`src/rtl/video_timing_if.sv`:
```
// Signal bundle between the video timing generator, the rectangle renderer and
// the display. The timing generator is the master: it drives the coordinates,
// the copy trigger and the display-side outputs, and receives the colour.
interface video_timing_if #(
  parameter int COORD_WIDTH = 16
);
  logic [15:0]            color;
  logic [COORD_WIDTH-1:0] x_coord;
  logic [COORD_WIDTH-1:0] y_coord;
  logic                   copy_start;
  logic                   hsync;
  logic                   vsync;
  logic                   de;
  logic [15:0]            rgb;

  modport master (
    input  color,
    output x_coord, y_coord, copy_start, hsync, vsync, de, rgb
  );

  modport slave (
    output color,
    input  x_coord, y_coord, copy_start, hsync, vsync, de, rgb
  );
endinterface

```
`src/rtl/video_timing.sv`:
```
// Raster timing generator. Free-running h/v counters feed the renderer
// directly; sync and display-enable are delayed by LATENCY stages so that they
// line up with the renderer's colour output. copy_start marks the first clock
// of vertical blanking so the renderer can latch its next rectangle.
module video_timing #(
  parameter int COORD_WIDTH = 16,
  parameter int H_ACTIVE    = 640,
  parameter int H_FP        = 16,
  parameter int H_SYNC      = 96,
  parameter int H_BP        = 48,
  parameter int V_ACTIVE    = 480,
  parameter int V_FP        = 10,
  parameter int V_SYNC      = 2,
  parameter int V_BP        = 33,
  parameter int LATENCY     = 6
) (
  input  logic           pixel_clk,
  input  logic           reset,
  video_timing_if.master vt
);
  localparam int H_TOTAL = H_ACTIVE + H_FP + H_SYNC + H_BP;
  localparam int V_TOTAL = V_ACTIVE + V_FP + V_SYNC + V_BP;
  localparam int HW      = $clog2(H_TOTAL);
  localparam int VW      = $clog2(V_TOTAL);

  localparam logic [HW-1:0] H_LAST   = HW'(H_TOTAL - 1);
  localparam logic [HW-1:0] H_ACT    = HW'(H_ACTIVE);
  localparam logic [HW-1:0] HS_FIRST = HW'(H_ACTIVE + H_FP);
  localparam logic [HW-1:0] HS_LAST  = HW'(H_ACTIVE + H_FP + H_SYNC - 1);
  localparam logic [VW-1:0] V_LAST   = VW'(V_TOTAL - 1);
  localparam logic [VW-1:0] V_ACT    = VW'(V_ACTIVE);
  localparam logic [VW-1:0] V_ACT_LAST = VW'(V_ACTIVE - 1);
  localparam logic [VW-1:0] VS_FIRST = VW'(V_ACTIVE + V_FP);
  localparam logic [VW-1:0] VS_LAST  = VW'(V_ACTIVE + V_FP + V_SYNC - 1);

  // Control bundle per delay stage: {de, vsync, hsync}; idle = no DE, syncs high.
  localparam logic [2:0] CTL_IDLE = 3'b011;

  logic [HW-1:0]            h_cnt_q, h_cnt_d;
  logic [VW-1:0]            v_cnt_q, v_cnt_d;
  logic                     copy_start_q, copy_start_d;
  logic [LATENCY:1][2:0]    ctl_pipe_q, ctl_pipe_d;
  logic                     active_raw, hs_raw, vs_raw;

  // Raster counters: h wraps every line, v advances only on the h wrap.
  always_comb begin
    h_cnt_d = h_cnt_q + 1'b1;
    v_cnt_d = v_cnt_q;
    if (h_cnt_q == H_LAST) begin
      h_cnt_d = '0;
      v_cnt_d = (v_cnt_q == V_LAST) ? '0 : v_cnt_q + 1'b1;
    end
  end

  // Raw (undelayed) control decode from the current counter values.
  always_comb begin
    active_raw = (h_cnt_q < H_ACT) && (v_cnt_q < V_ACT);
    hs_raw     = !((h_cnt_q >= HS_FIRST) && (h_cnt_q <= HS_LAST));
    vs_raw     = !((v_cnt_q >= VS_FIRST) && (v_cnt_q <= VS_LAST));
  end

  // Delay line and copy trigger. copy_start is decoded one clock early so the
  // flop is high exactly while the counters read (0, V_ACTIVE).
  always_comb begin
    ctl_pipe_d    = '0;
    ctl_pipe_d[1] = {active_raw, vs_raw, hs_raw};
    for (int i = 2; i <= LATENCY; i++) ctl_pipe_d[i] = ctl_pipe_q[i-1];
    copy_start_d  = (h_cnt_q == H_LAST) && (v_cnt_q == V_ACT_LAST);
  end

  // All state, cleared asynchronously so a mid-frame reset kills any sync pulse.
  always_ff @(posedge pixel_clk or negedge reset) begin
    if (!reset) begin
      h_cnt_q      <= '0;
      v_cnt_q      <= '0;
      copy_start_q <= 1'b0;
      ctl_pipe_q   <= {LATENCY{CTL_IDLE}};
    end else begin
      h_cnt_q      <= h_cnt_d;
      v_cnt_q      <= v_cnt_d;
      copy_start_q <= copy_start_d;
      ctl_pipe_q   <= ctl_pipe_d;
    end
  end

  assign vt.x_coord    = COORD_WIDTH'(h_cnt_q);
  assign vt.y_coord    = COORD_WIDTH'(v_cnt_q);
  assign vt.copy_start = copy_start_q;
  assign vt.hsync      = ctl_pipe_q[LATENCY][0];
  assign vt.vsync      = ctl_pipe_q[LATENCY][1];
  assign vt.de         = ctl_pipe_q[LATENCY][2];
  assign vt.rgb        = vt.de ? vt.color : 16'h0000;
endmodule
```
`src/flat_wrapper.sv`:
```
// flat-port wrapper written by rule: the top's interface ports become plain ports
module video_timing_flat 
#(
  parameter int COORD_WIDTH = 16,
  parameter int H_ACTIVE    = 640,
  parameter int H_FP        = 16,
  parameter int H_SYNC      = 96,
  parameter int H_BP        = 48,
  parameter int V_ACTIVE    = 480,
  parameter int V_FP        = 10,
  parameter int V_SYNC      = 2,
  parameter int V_BP        = 33,
  parameter int LATENCY     = 6
)
  (pixel_clk, reset, vt_color, vt_x_coord, vt_y_coord, vt_copy_start, vt_hsync, vt_vsync, vt_de, vt_rgb);
  video_timing_if #(.COORD_WIDTH(COORD_WIDTH)) vt_i ();
  input  logic pixel_clk;
  input  logic reset;
  input wire logic [$bits(vt_i.color)-1:0] vt_color;
  output wire logic [$bits(vt_i.x_coord)-1:0] vt_x_coord;
  output wire logic [$bits(vt_i.y_coord)-1:0] vt_y_coord;
  output wire logic [$bits(vt_i.copy_start)-1:0] vt_copy_start;
  output wire logic [$bits(vt_i.hsync)-1:0] vt_hsync;
  output wire logic [$bits(vt_i.vsync)-1:0] vt_vsync;
  output wire logic [$bits(vt_i.de)-1:0] vt_de;
  output wire logic [$bits(vt_i.rgb)-1:0] vt_rgb;
  assign vt_i.color = vt_color;
  assign vt_x_coord = vt_i.x_coord;
  assign vt_y_coord = vt_i.y_coord;
  assign vt_copy_start = vt_i.copy_start;
  assign vt_hsync = vt_i.hsync;
  assign vt_vsync = vt_i.vsync;
  assign vt_de = vt_i.de;
  assign vt_rgb = vt_i.rgb;
  video_timing #(.COORD_WIDTH(COORD_WIDTH), .H_ACTIVE(H_ACTIVE), .H_FP(H_FP), .H_SYNC(H_SYNC), .H_BP(H_BP), .V_ACTIVE(V_ACTIVE), .V_FP(V_FP), .V_SYNC(V_SYNC), .V_BP(V_BP), .LATENCY(LATENCY)) u_core (.pixel_clk(pixel_clk), .reset(reset), .vt(vt_i));
endmodule
```
`config.mk`:
```
export PLATFORM = sky130hd
export DESIGN_NAME = video_timing_flat
export DESIGN_NICKNAME = d
export VERILOG_FILES = /design/src/rtl/video_timing_if.sv /design/src/rtl/video_timing.sv /design/src/flat_wrapper.sv
export SDC_FILE = /design/constraint.sdc
export NUM_CORES = 1
export LEC_CHECK = 0
export CAP_MARGIN = 30
export CORE_ASPECT_RATIO = 2
export CORE_MARGIN = 2
export CORE_UTILIZATION = 39
export DETAILED_ROUTE_END_ITERATION = 6
export PLACE_DENSITY = 0.83
export SYNTH_ARGS = -nofsm -noshare
export SYNTH_HDL_FRONTEND = slang
export SYNTH_SLANG_ARGS = --single-unit
```
`constraint.sdc`:
```
create_clock -name pixel_clk -period 2.1 [get_ports pixel_clk]
set_input_delay 0.315 -clock pixel_clk [delete_from_list [all_inputs] [get_ports pixel_clk]]
set_output_delay 0.315 -clock pixel_clk [all_outputs]
set_load 0.1 [all_outputs]
```
==> results by group, run 1 <==
Outcome
  – Run status: finished clean

Global routing
  – GRT Total Usage: 0.1634
  – Vias in the first global route: 1275
  – Global route overflow: 0
  – First-pass GRT wire length: 6.120 mm
  – Antenna violations before repair: 0
  – Largest net degree at the start of global routing: 31

Route
  – Iter 0 DRT Violations: 17
  – Wire length on met2: 2.115 mm
  – Antenna Nets Post-Route: 0
  – Routed len/inst: 14.10 um
  – Final WL: 3.949 mm
  – Top Metal Used: met4
  – DRT met1 WL: 1.356 mm
  – Routed vias/inst: 4.811
  – TritonRoute pass-1 iters: 4
  – Drt drc: 0
  – Metal3 WL: 319 um
  – Via Count: 1347

Synthesis
  – Synth top area share: 0.3849
  – Mapped cell area: 1755 um2
  – Dominant synthesized flop cell: dfrtp_1
  – Syn Area/Cell: 11.25 um2
  – Yosys reg bits: 39
  – Gate Count Post-Synth: 156
  – Most frequent cell after synthesis: dfrtp_1
  – YS warnings: 0
  – Sequential area share after synthesis: 0.5645
  – Fraction of registers with async set/reset: 1.000
  – Synth area leader: dfrtp_1
  – Synth area leaders: dfrtp_1, dfstp_2, and2_1
  – EDFF count, synth: 0
  – Synth cell types: 33
  – Top cells by count, synth: dfrtp_1, and2_1, buf_4, dfstp_2

Timing
  – Final slew viol count: 0
  – Period utilization: 0.9886
  – Final setup violation count: 0
  – Post-route minimum period: 2076 ps
  – Final hold violations: 0
  – Slew headroom: 0.5640
  – Final hold slack: 55.77 ps
  – Worst Clk Skew: 7.995 ps
  – Worst Tran Pin Value: 653.9 ps
  – Peak Freq: 481.7 MHz

Power
  – Leak Pwr: 1.174 nW
  – Peak supply drop: 0.0004819 V
  – Power Total: 1.578 mW
  – PD cells: 595.1 nW/um2

Min path
  – Hold crit path type: input pin to asynchronous set/reset pin

Critical path
  – Classification of the worst setup path: flop to flop
  – Worst Path Required: 2320 ps
  – Worst setup SP type: flop
  – CP Cell Sequence: or4b_4 -> or3_4 -> or4_1 -> a21oi_2
  – Critical-path top delay cell: or4b_4
  – Setup crit end kind: flop
  – Max stage delay on crit path: 560 ps
  – Max FO, Critical Path: 6
  – WP data arrival: 2300 ps

Clock tree
  – # hold bufs at CTS: 0
  – Total CTS buffers: 5
  – Clock slew at reported path FFs: 80 ps
  – Root buffer cell: clkbuf_8
  – CTS tree: built
  – H-tree depth: 2
  – Worst skew pair latency: 290 ps
  – CTS Buffer Depth: 2
  – TritonCTS Sinks: 39

Cells and area
  – # diodes: 0
  – Share of layout cells above drive strength 1: 0.4558
  – Fin util: 0.6110
  – Area Overhead vs Synth: 51.03%
  – Post-route design area: 2651 um2
  – Final Net Count: 248
  – Non-Filler Instances: 280

Die
  – Die Wd: 51.44 um
  – Row count: 34
  – I/O pins: 70
  – Core region area: 4339 um2
  – Initial core utilization: 0.4046
  – Die area: 5086 um2
  – Die height: 98.88 um

Flow run
  – Max Cap Violations: 0

Placement
  – Port Buffers: 57
  – DP Area: 2550 um2
  – Placed insts: 271
  – GPL Wtd Cong: 0.8123
  – DP Wirelength: 3.022 mm
area by class of cell:
type | count | area, um2
fill | 364 | 1688
sequential | 39 | 1013
multi-input combinational | 110 | 744.5
timing repair buffer | 65 | 725.7
clock buffer | 6 | 72.57
tap | 54 | 67.56
inverter | 4 | 15.01
clock inverter | 2 | 12.51
cell families after synthesis:
group,after synthesis,share of synthesized area
AOI/OAI and AO/OA,11,0.04277
other,1,0.002136
muxes,4,0.02423
adders and majority gates,5,0.03564
and+or+nand+nor,68,0.2160
DFF,39,0.5645
buffers and inverters,18,0.06486
xor gates and xnor gates,10,0.04989
metal layers:
| metal | up-vias | GRT usage |
|---|---|---|
| met1 | 630 | 0.1675 |
| met5 | - | 0 |
| met2 | 65 | 0.2742 |
| met3 | 13 | 0.04848 |
| li1 | 639 | - |
| met4 | 0 | 0.1113 |
repair_timing:
action,4_1_cts,5_1_grt
endpoints found under the hold margin,0,0
setup buffers,0,1
gates resized for setup,0,2
setup endpoints to repair,0,1
cells in the final DEF, fill, tap and decap left out, drive strengths merged, types with 2 or more instances in the layout:
cell           count
nand2              9
buf               49
and3               5
dfstp             12
conb              12
clkbuf             6
nand2b             2
mux2i              2
and2              18
xor2               5
mux2               2
inv                4
ha                 5
and4               3
o21a               3
clkdlybuf4s50     16
dfrtp             27
xnor2              5
nor2               8
nand3              9
or3                3
nor3               6
a21oi              2
o21ai              2
power breakdown:
| group | internal (mW) | total (mW) | switching (mW) |
|---|---|---|---|
| Combinational | 0.0997 | 0.348 | 0.248 |
| Sequential | 0.752 | 0.752 | 0 |
| Clock | 0.232 | 0.478 | 0.246 |
worst paths after layout:
check	start	slack, ps	end	cells after the start
max in group asynchronous	reset	1380	u_core.ctl_pipe_d[10]	2
worst max-delay path	u_core.h_cnt_q[5]	20	u_core.v_cnt_q[9]	4
min in group pixel_clk	u_core.ctl_pipe_d[14]	360	u_core.ctl_pipe_d[17]	0
worst min register to register	u_core.ctl_pipe_d[14]	360	u_core.ctl_pipe_d[17]	0
worst max register to register	u_core.h_cnt_q[5]	20	u_core.v_cnt_q[9]	4
worst min-delay path	reset	60	u_core.v_cnt_q[1]	1
stage by stage:
stage / setup WS (ps) / setup TNS (ps)
after global routing: -45.63 / -45.63
after CTS: 8.183 / 0
after global placement: 50.78 / 0
final: 24.00 / 0
after floorplan: -177.5 / -276.3
after detailed placement: 21.13 / 0
critical path, delay by kind of cell (launching register included):
family	cells	cell delay, ps
compound gates	1	140
simple gates	3	1410
flops	1	470
flip-flops by register name, indices dropped and copies added, names as in the netlist:
register              cells
u_core.ctl_pipe_d        15
u_core.h_cnt_q           10
u_core.v_cnt_q           10
u_core.vt.copy_start      1
u_core.vt.de              1
u_core.vt.hsync           1
u_core.vt.vsync           1
(Power assumes the default switching activity.)
==> inputs of run 2 (changes only) <==
--- a/config.mk
+++ b/config.mk
@@ -10,6 +10,7 @@
 export CORE_MARGIN = 2
 export CORE_UTILIZATION = 39
 export DETAILED_ROUTE_END_ITERATION = 6
+export HOLD_SLACK_MARGIN = 0.06
 export PLACE_DENSITY = 0.83
 export SYNTH_ARGS = -nofsm -noshare
 export SYNTH_HDL_FRONTEND = slang
==> constraint.sdc (replaced) <==
create_clock -name pixel_clk -period 2.1 [get_ports pixel_clk]
set_input_delay 0.42 -clock pixel_clk [delete_from_list [all_inputs] [get_ports pixel_clk]]
set_output_delay 0.42 -clock pixel_clk [all_outputs]
set_load 0.1 [all_outputs]
==> run 2 against run 1 <==
  * Clock skew decreased by 0.69 ps
  * Maximum frequency up 0.69%
  * Critical path depth unchanged
  * Global-route usage is 0.23 points higher
  * Sequential share of layout area fell by 0.93 points
  * Clock-buffer cell count down 1
  * Largest power group unchanged
==> results by group, run 2 (same netlist as run 1, synthesis figures left out) <==
Timing
  – Peak Freq: 485.0 MHz (was 481.7 MHz)
  – Worst Clk Skew: 7.307 ps (was 7.995 ps)
  – Final hold slack: 152.4 ps (was 55.77 ps)
  – Post-route minimum period: 2062 ps (was 2076 ps)
  – Final slew viol count: 0 (unchanged)
  – RSZ-0062 raised after global routing: no
  – Period utilization: 0.9818 (was 0.9886)
  – Setup TNS: 0 ps (unchanged)
  – Final hold violations: 0 (unchanged)
  – Worst Tran Pin Value: 641.7 ps (was 653.9 ps)
  – Slew headroom: 0.5722 (was 0.5640)
  – Final setup violation count: 0 (unchanged)

Outcome
  – Run status: finished clean (unchanged)

Critical path
  – Max FO, Critical Path: 4 (was 6)
  – WP data arrival: 2290 ps (was 2300 ps)
  – Critical-path top delay cell: or4b_4 (unchanged)
  – Classification of the worst setup path: flop to flop (unchanged)
  – CP Cell Sequence: or4b_4 -> or3_4 -> or4_4 -> a21oi_2 (was or4b_4 -> or3_4 -> or4_1 -> a21oi_2)
  – Setup crit end kind: flop (unchanged)
  – Worst Path Required: 2320 ps (about the same)
  – Worst setup SP type: flop (unchanged)
  – Max stage delay on crit path: 560 ps (about the same)

Cells and area
  – Final Net Count: 252 (was 248)
  – Non-Filler Instances: 284 (was 280)
  – Share of layout cells above drive strength 1: 0.4478 (was 0.4558)
  – Area Overhead vs Synth: 54.81% (was 51.03%)
  – # diodes: 0 (unchanged)
  – Most frequent cells in the layout: buf_4, dfrtp_1, clkdlybuf4s50_1, buf_12 (was buf_4, dfrtp_1, and2_2, clkdlybuf4s50_1, buf_12)
  – Max reg flops: 15 (unchanged)
  – Most common cell after layout, fill and taps aside: buf_4 (unchanged)

Clock tree
  – Clock slew at reported path FFs: 80 ps (about the same)
  – Worst skew pair latency: 290 ps (about the same)
  – CTS Buffer Depth: 2 (unchanged)
  – Total CTS buffers: 5 (unchanged)
  – CTS tree: built (unchanged)
  – Root buffer cell: clkbuf_8 (unchanged)
  – Postcts setup bufs: 0 (unchanged)
  – H-tree depth: 2 (unchanged)
  – TritonCTS Sinks: 39 (unchanged)
  – # hold bufs at CTS: 0 (unchanged)

Route
  – Final WL: 4.029 mm (was 3.949 mm)
  – Routed len/inst: 14.19 um (was 14.10 um)
  – Antenna Nets Post-Route: 0 (unchanged)
  – Drt drc: 0 (unchanged)
  – Via Count: 1398 (was 1347)
  – Iter 0 DRT Violations: 31 (was 17)
  – TritonRoute pass-1 iters: 4 (unchanged)
  – Routed vias/inst: 4.923 (was 4.811)

Global routing
  – Vias in the first global route: 1373 (was 1275)
  – Global route overflow: 0 (unchanged)
  – Antenna violations before repair: 0 (unchanged)
  – Largest net degree at the start of global routing: 31 (unchanged)
  – GRT Total Usage: 0.1657 (was 0.1634)
  – First-pass GRT wire length: 6.327 mm (was 6.120 mm)

Die
  – Core region area: 4339 um2 (unchanged)
  – Row count: 34 (unchanged)
  – I/O pins: 70 (unchanged)
  – Initial core utilization: 0.4046 (unchanged)
  – Die height: 98.88 um (unchanged)
  – Die Wd: 51.44 um (unchanged)
  – Die area: 5086 um2 (unchanged)

Placement
  – Port Buffers: 57 (unchanged)
  – DP Wirelength: 3.070 mm (was 3.022 mm)
  – GPL Wtd Cong: 0.8294 (was 0.8123)
  – Placed insts: 276 (was 271)

Power
  – Peak supply drop: 0.0008219 V (was 0.0004819 V)
  – PD cells: 631.7 nW/um2 (was 595.1 nW/um2)
  – Leak Pwr: 1.243 nW (was 1.174 nW)

Min path
  – Hold crit path type: input pin to asynchronous set/reset pin (unchanged)

Flow run
  – Max Cap Violations: 0 (unchanged)
run 2: changes by cell type in the layout (fill, tap and decap cells not counted), moves of 2 or more:
cell / before / now
nor3_4: 0 / 2
buf_4: 32 / 35
nor3_2: 3 / 0
and2_2: 16 / 11
and2_1: 2 / 7
run 2: layout make-up:
type                            count  area [um2]
Clock buffer                        5       68.82
Clock inverter                      3       43.79
Tap cell                           54       67.56
Inverter                            4       15.01
Sequential cell                    39        1013
Multi-Input combinational cell    110       749.5
Timing Repair Buffer               69       759.5
Fill cell                         350        1622
run 2: worst max-delay path: cells and delay by family (launching register included):
family | cells | cell delay, ps
AOI/OAI and AO/OA | 1 | 130
DFF | 1 | 470
and+or+nand+nor | 3 | 1390
run 2: per-layer routing:
layer / wire length [um] / share of wire / GRT usage / vias to the layer above
met5: 0 / 0 / 0 / -
met4: 138 / 0.034 / 0.09109 / 0
met3: 334 / 0.083 / 0.04545 / 14
met2: 2185 / 0.54 / 0.2939 / 73
met1: 1371 / 0.34 / 0.1670 / 667
li1: - / - / - / 644
run 2: final timing paths:
check,startpoint,to,slack (ps),depth (start not counted)
max,u_core.h_cnt_q[5],u_core.v_cnt_q[9],40,4
max reg2reg,u_core.h_cnt_q[5],u_core.v_cnt_q[9],40,4
min,reset,u_core.h_cnt_q[6],150,1
min reg2reg,u_core.ctl_pipe_d[5],u_core.ctl_pipe_d[8],350,0
max in group asynchronous,reset,u_core.ctl_pipe_d[4],1320,2
min in group pixel_clk,u_core.ctl_pipe_d[5],u_core.ctl_pipe_d[8],350,0
run 2: power by group:
part	switching (mW)	internal, mW
Combinational	0.249	0.0996
Clock	0.263	0.354
Sequential	0	0.751
Total	0.512	1.20
run 2: metrics by stage:
step | setup WS, ps | util | power, mW | area (um2)
floorplan | -127.3 | - | 1.010 | 1853
global route | 7.953 | 0.6263 | 1.780 | 2718
CTS | 4.606 | 0.6197 | 1.735 | 2689
detailed placement | -21.45 | 0.5926 | 1.116 | 2571
global placement | 0.7916 | 0.5926 | 1.114 | 2571
finish | 38.32 | 0.6263 | 1.717 | 2718
run 2: what timing repair did:
action,CTS,global route
pin swaps,0,5
endpoints found under the setup margin,1,1
resized for setup,1,6
endpoints found under the hold margin,0,0
==> inputs of run 3 (changes only) <==
--- a/config.mk
+++ b/config.mk
@@ -8,8 +8,10 @@
 export CAP_MARGIN = 30
 export CORE_ASPECT_RATIO = 2
 export CORE_MARGIN = 2
-export CORE_UTILIZATION = 39
+export CORE_UTILIZATION = 58
+export CTS_BUF_LIST = sky130_fd_sc_hd__clkbuf_8
 export DETAILED_ROUTE_END_ITERATION = 6
+export DONT_BUFFER_PORTS = 1
 export HOLD_SLACK_MARGIN = 0.06
 export PLACE_DENSITY = 0.83
 export SYNTH_ARGS = -nofsm -noshare
==> run 3 against run 2 <==
  * The run now ends with setup timing left
  * Sequential cell count is the same
  * Register-to-register slack got worse by 50 ps
  * Clock skew up 6.4 ps
  * Critical path type unchanged
==> results by group, run 3 (same netlist as run 1, synthesis figures left out) <==
Outcome
  – Run status: finished with violations (was finished clean)
  – Failing checks: setup timing

Power
  – PD cells: 671.1 nW/um2 (was 631.7 nW/um2)
  – Power Total: 1.606 mW (was 1.717 mW)
  – Peak supply drop: 0.0004717 V (was 0.0008219 V)
  – Leak Pwr: 1.088 nW (was 1.243 nW)

Cells and area
  – Share of layout cells above drive strength 1: 0.4515 (was 0.4478)
  – Most common cell after layout, fill and taps aside: buf_4 (unchanged)
  – Max reg flops: 15 (unchanged)
  – Final Net Count: 228 (was 252)
  – # diodes: 0 (unchanged)
  – Fin util: 0.8232 (was 0.6263)
  – Post-route design area: 2394 um2 (was 2718 um2)
  – Area Overhead vs Synth: 36.35% (was 54.81%)
  – Fill cells: 158 (was 350)
  – Most frequent cells in the layout: buf_4, dfrtp_1, conb_1, buf_12, dfstp_2 (was buf_4, dfrtp_1, clkdlybuf4s50_1, buf_12)

Critical path
  – CP Cell Sequence: or4b_4 -> or3_4 -> buf_4 -> o31ai_2 -> a21oi_2 (was or4b_4 -> or3_4 -> or4_4 -> a21oi_2)
  – Capture point of the worst reg-to-reg path: u_core.v_cnt_q[9] (unchanged)
  – WP data arrival: 2290 ps (about the same)
  – CP bufs+invs: 1 (was 0)
  – Reg2Reg Depth: 5 (was 4)
  – Worst Path Required: 2270 ps (was 2320 ps)
  – Reg2reg start: u_core.h_cnt_q[5] (unchanged)
  – R2R Setup Slk: -10 ps (was 40 ps)
  – Max FO, Critical Path: 6 (was 4)
  – Worst setup SP type: flop (unchanged)
  – Max stage delay on crit path: 550 ps (was 560 ps)
  – Critical-path top delay cell: or4b_4 (unchanged)
  – Setup crit end kind: flop (unchanged)
  – CP top delay family: simple AND/OR/NAND/NOR gates (unchanged)
  – Classification of the worst setup path: flop to flop (unchanged)

Placement
  – DP Area: 2246 um2 (was 2571 um2)
  – DP Wirelength: 2.974 mm (was 3.070 mm)
  – Port Buffers: 0 (was 57)
  – GPL Wtd Cong: 0.9506 (was 0.8294)
  – Worst Setup Slack post-DPL: -9.076 ps (was -21.45 ps)

Timing
  – Final hold violations: 0 (unchanged)
  – Peak Freq: 472.9 MHz (was 485.0 MHz)
  – Post-route minimum period: 2115 ps (was 2062 ps)
  – Period utilization: 1.007 (was 0.9818)
  – Final hold slack: 355.4 ps (was 152.4 ps)
  – Worst Clk Skew: 13.71 ps (was 7.307 ps)
  – Worst Slack Setup Final: -14.67 ps (was 38.32 ps)
  – Final setup violation count: 1 (was 0)
  – Final slew viol count: 0 (unchanged)

Global routing
  – Antenna violations before repair: 0 (unchanged)
  – GRT Total Usage: 0.2527 (was 0.1657)
  – First-pass GRT wire length: 6.430 mm (was 6.327 mm)
  – Largest net degree at the start of global routing: 40 (was 31)
  – Vias in the first global route: 1357 (was 1373)
  – Global route overflow: 0 (unchanged)

Clock tree
  – Postcts setup bufs: 0 (unchanged)
  – H-tree depth: 2 (unchanged)
  – TritonCTS Sinks: 39 (unchanged)
  – Clock slew at reported path FFs: 70 ps (was 80 ps)
  – Total CTS buffers: 5 (unchanged)
  – CTS Buffer Depth: 2 (unchanged)
  – Worst skew pair latency: 300 ps (was 290 ps)
  – CTS tree: built (unchanged)
  – Root buffer cell: clkbuf_8 (unchanged)

Route
  – TritonRoute pass-1 iters: 4 (unchanged)
  – Drt drc: 0 (unchanged)
  – Antenna Nets Post-Route: 0 (unchanged)
  – Routed len/inst: 17.43 um (was 14.19 um)
  – Iter 0 DRT Violations: 42 (was 31)
  – Final WL: 4.114 mm (was 4.029 mm)
  – Via Count: 1328 (was 1398)
  – Routed vias/inst: 5.627 (was 4.923)

Min path
  – Min-Delay Endpoint: u_core.ctl_pipe_d[14]
  – Hold Path Origin: u_core.ctl_pipe_d[11]
  – Hold crit path type: flop to flop (was input pin to asynchronous set/reset pin)
  – Hold path depth: 0

Flow run
  – Max Cap Violations: 0 (unchanged)

Die
  – Core region area: 2908 um2 (was 4339 um2)
  – I/O pins: 70 (unchanged)
  – Row count: 28 (was 34)
  – Initial core utilization: 0.6037 (was 0.4046)
  – Die area: 3509 um2 (was 5086 um2)
  – Die height: 81.80 um (was 98.88 um)
  – Die Wd: 42.90 um (was 51.44 um)
[run 3: cell count changes in the layout (fill, tap and decap cells not counted), moves of 2 or more]
cell and delta:
buf_12 -4, buf_4 -3, clkbuf_8 +2, clkdlybuf4s50_1 -16, nor3_2 +2, nor3_4 -2
[run 3: stage by stage]
| step | std cells | setup TNS (ps) |
|---|---|---|
| 2_1_floorplan | 167 | -251.9 |
| 5_1_grt | 236 | -52.79 |
| 3_3_place_gp | 226 | 0 |
| 4_1_cts | 236 | 0 |
| 3_5_place_dp | 226 | -9.076 |
| 6_report | 236 | -14.67 |
[run 3: final cells by class]
| type | instances | area [um2] | share of cell area |
|---|---|---|---|
| Multi-Input combinational cell | 110 | 737.0 | 0.3079 |
| Sequential cell | 39 | 1013 | 0.4234 |
| Inverter | 4 | 15.01 | 0.006273 |
| Tap cell | 30 | 37.54 | 0.01568 |
| Clock buffer | 7 | 96.34 | 0.04025 |
| Clock inverter | 1 | 3.754 | 0.001568 |
| Timing Repair Buffer | 45 | 490.5 | 0.2049 |
[run 3: worst register-to-register path: cells and delay by family (launching register included)]
kind	cells	cell delay, ps
flops	1	470
buf+inv	1	180
compound gates	2	410
simple gates	2	950
[run 3: how the worst max path moves through the flow]
stage               slack (ps)  cells after the start                 to         startpoint
floorplan                 -130                      4  u_core.v_cnt_q[9]  u_core.h_cnt_q[6]
global placement            30                      4  u_core.v_cnt_q[9]  u_core.h_cnt_q[6]
detailed placement          -9                      4  u_core.v_cnt_q[9]  u_core.h_cnt_q[6]
CTS                         20                      4  u_core.v_cnt_q[9]  u_core.h_cnt_q[6]
global route               -50                      5  u_core.v_cnt_q[9]  u_core.h_cnt_q[5]
finish                     -10                      5  u_core.v_cnt_q[9]  u_core.h_cnt_q[5]
[run 3: repair_timing]
item	in CTS	in global routing
hold endpoints to repair	39	0
hold buffers	2	0
resized for setup	1	3
setup endpoints to repair	1	1
pin swaps	0	4
[run 3: layer usage]
metal	up-vias	GRT usage	routed length [um]
met5	-	0	0
met1	647	0.2463	1338
met4	0	0.1188	88
li1	600	-	-
met3	9	0.07473	310
met2	72	0.4697	2377
[run 3: power breakdown]
| part | switching [mW] | total [mW] | internal [mW] |
|---|---|---|---|
| sequential | 0 | 0.752 | 0.752 |
| clock | 0.253 | 0.548 | 0.295 |
| combinational | 0.243 | 0.307 | 0.0638 |
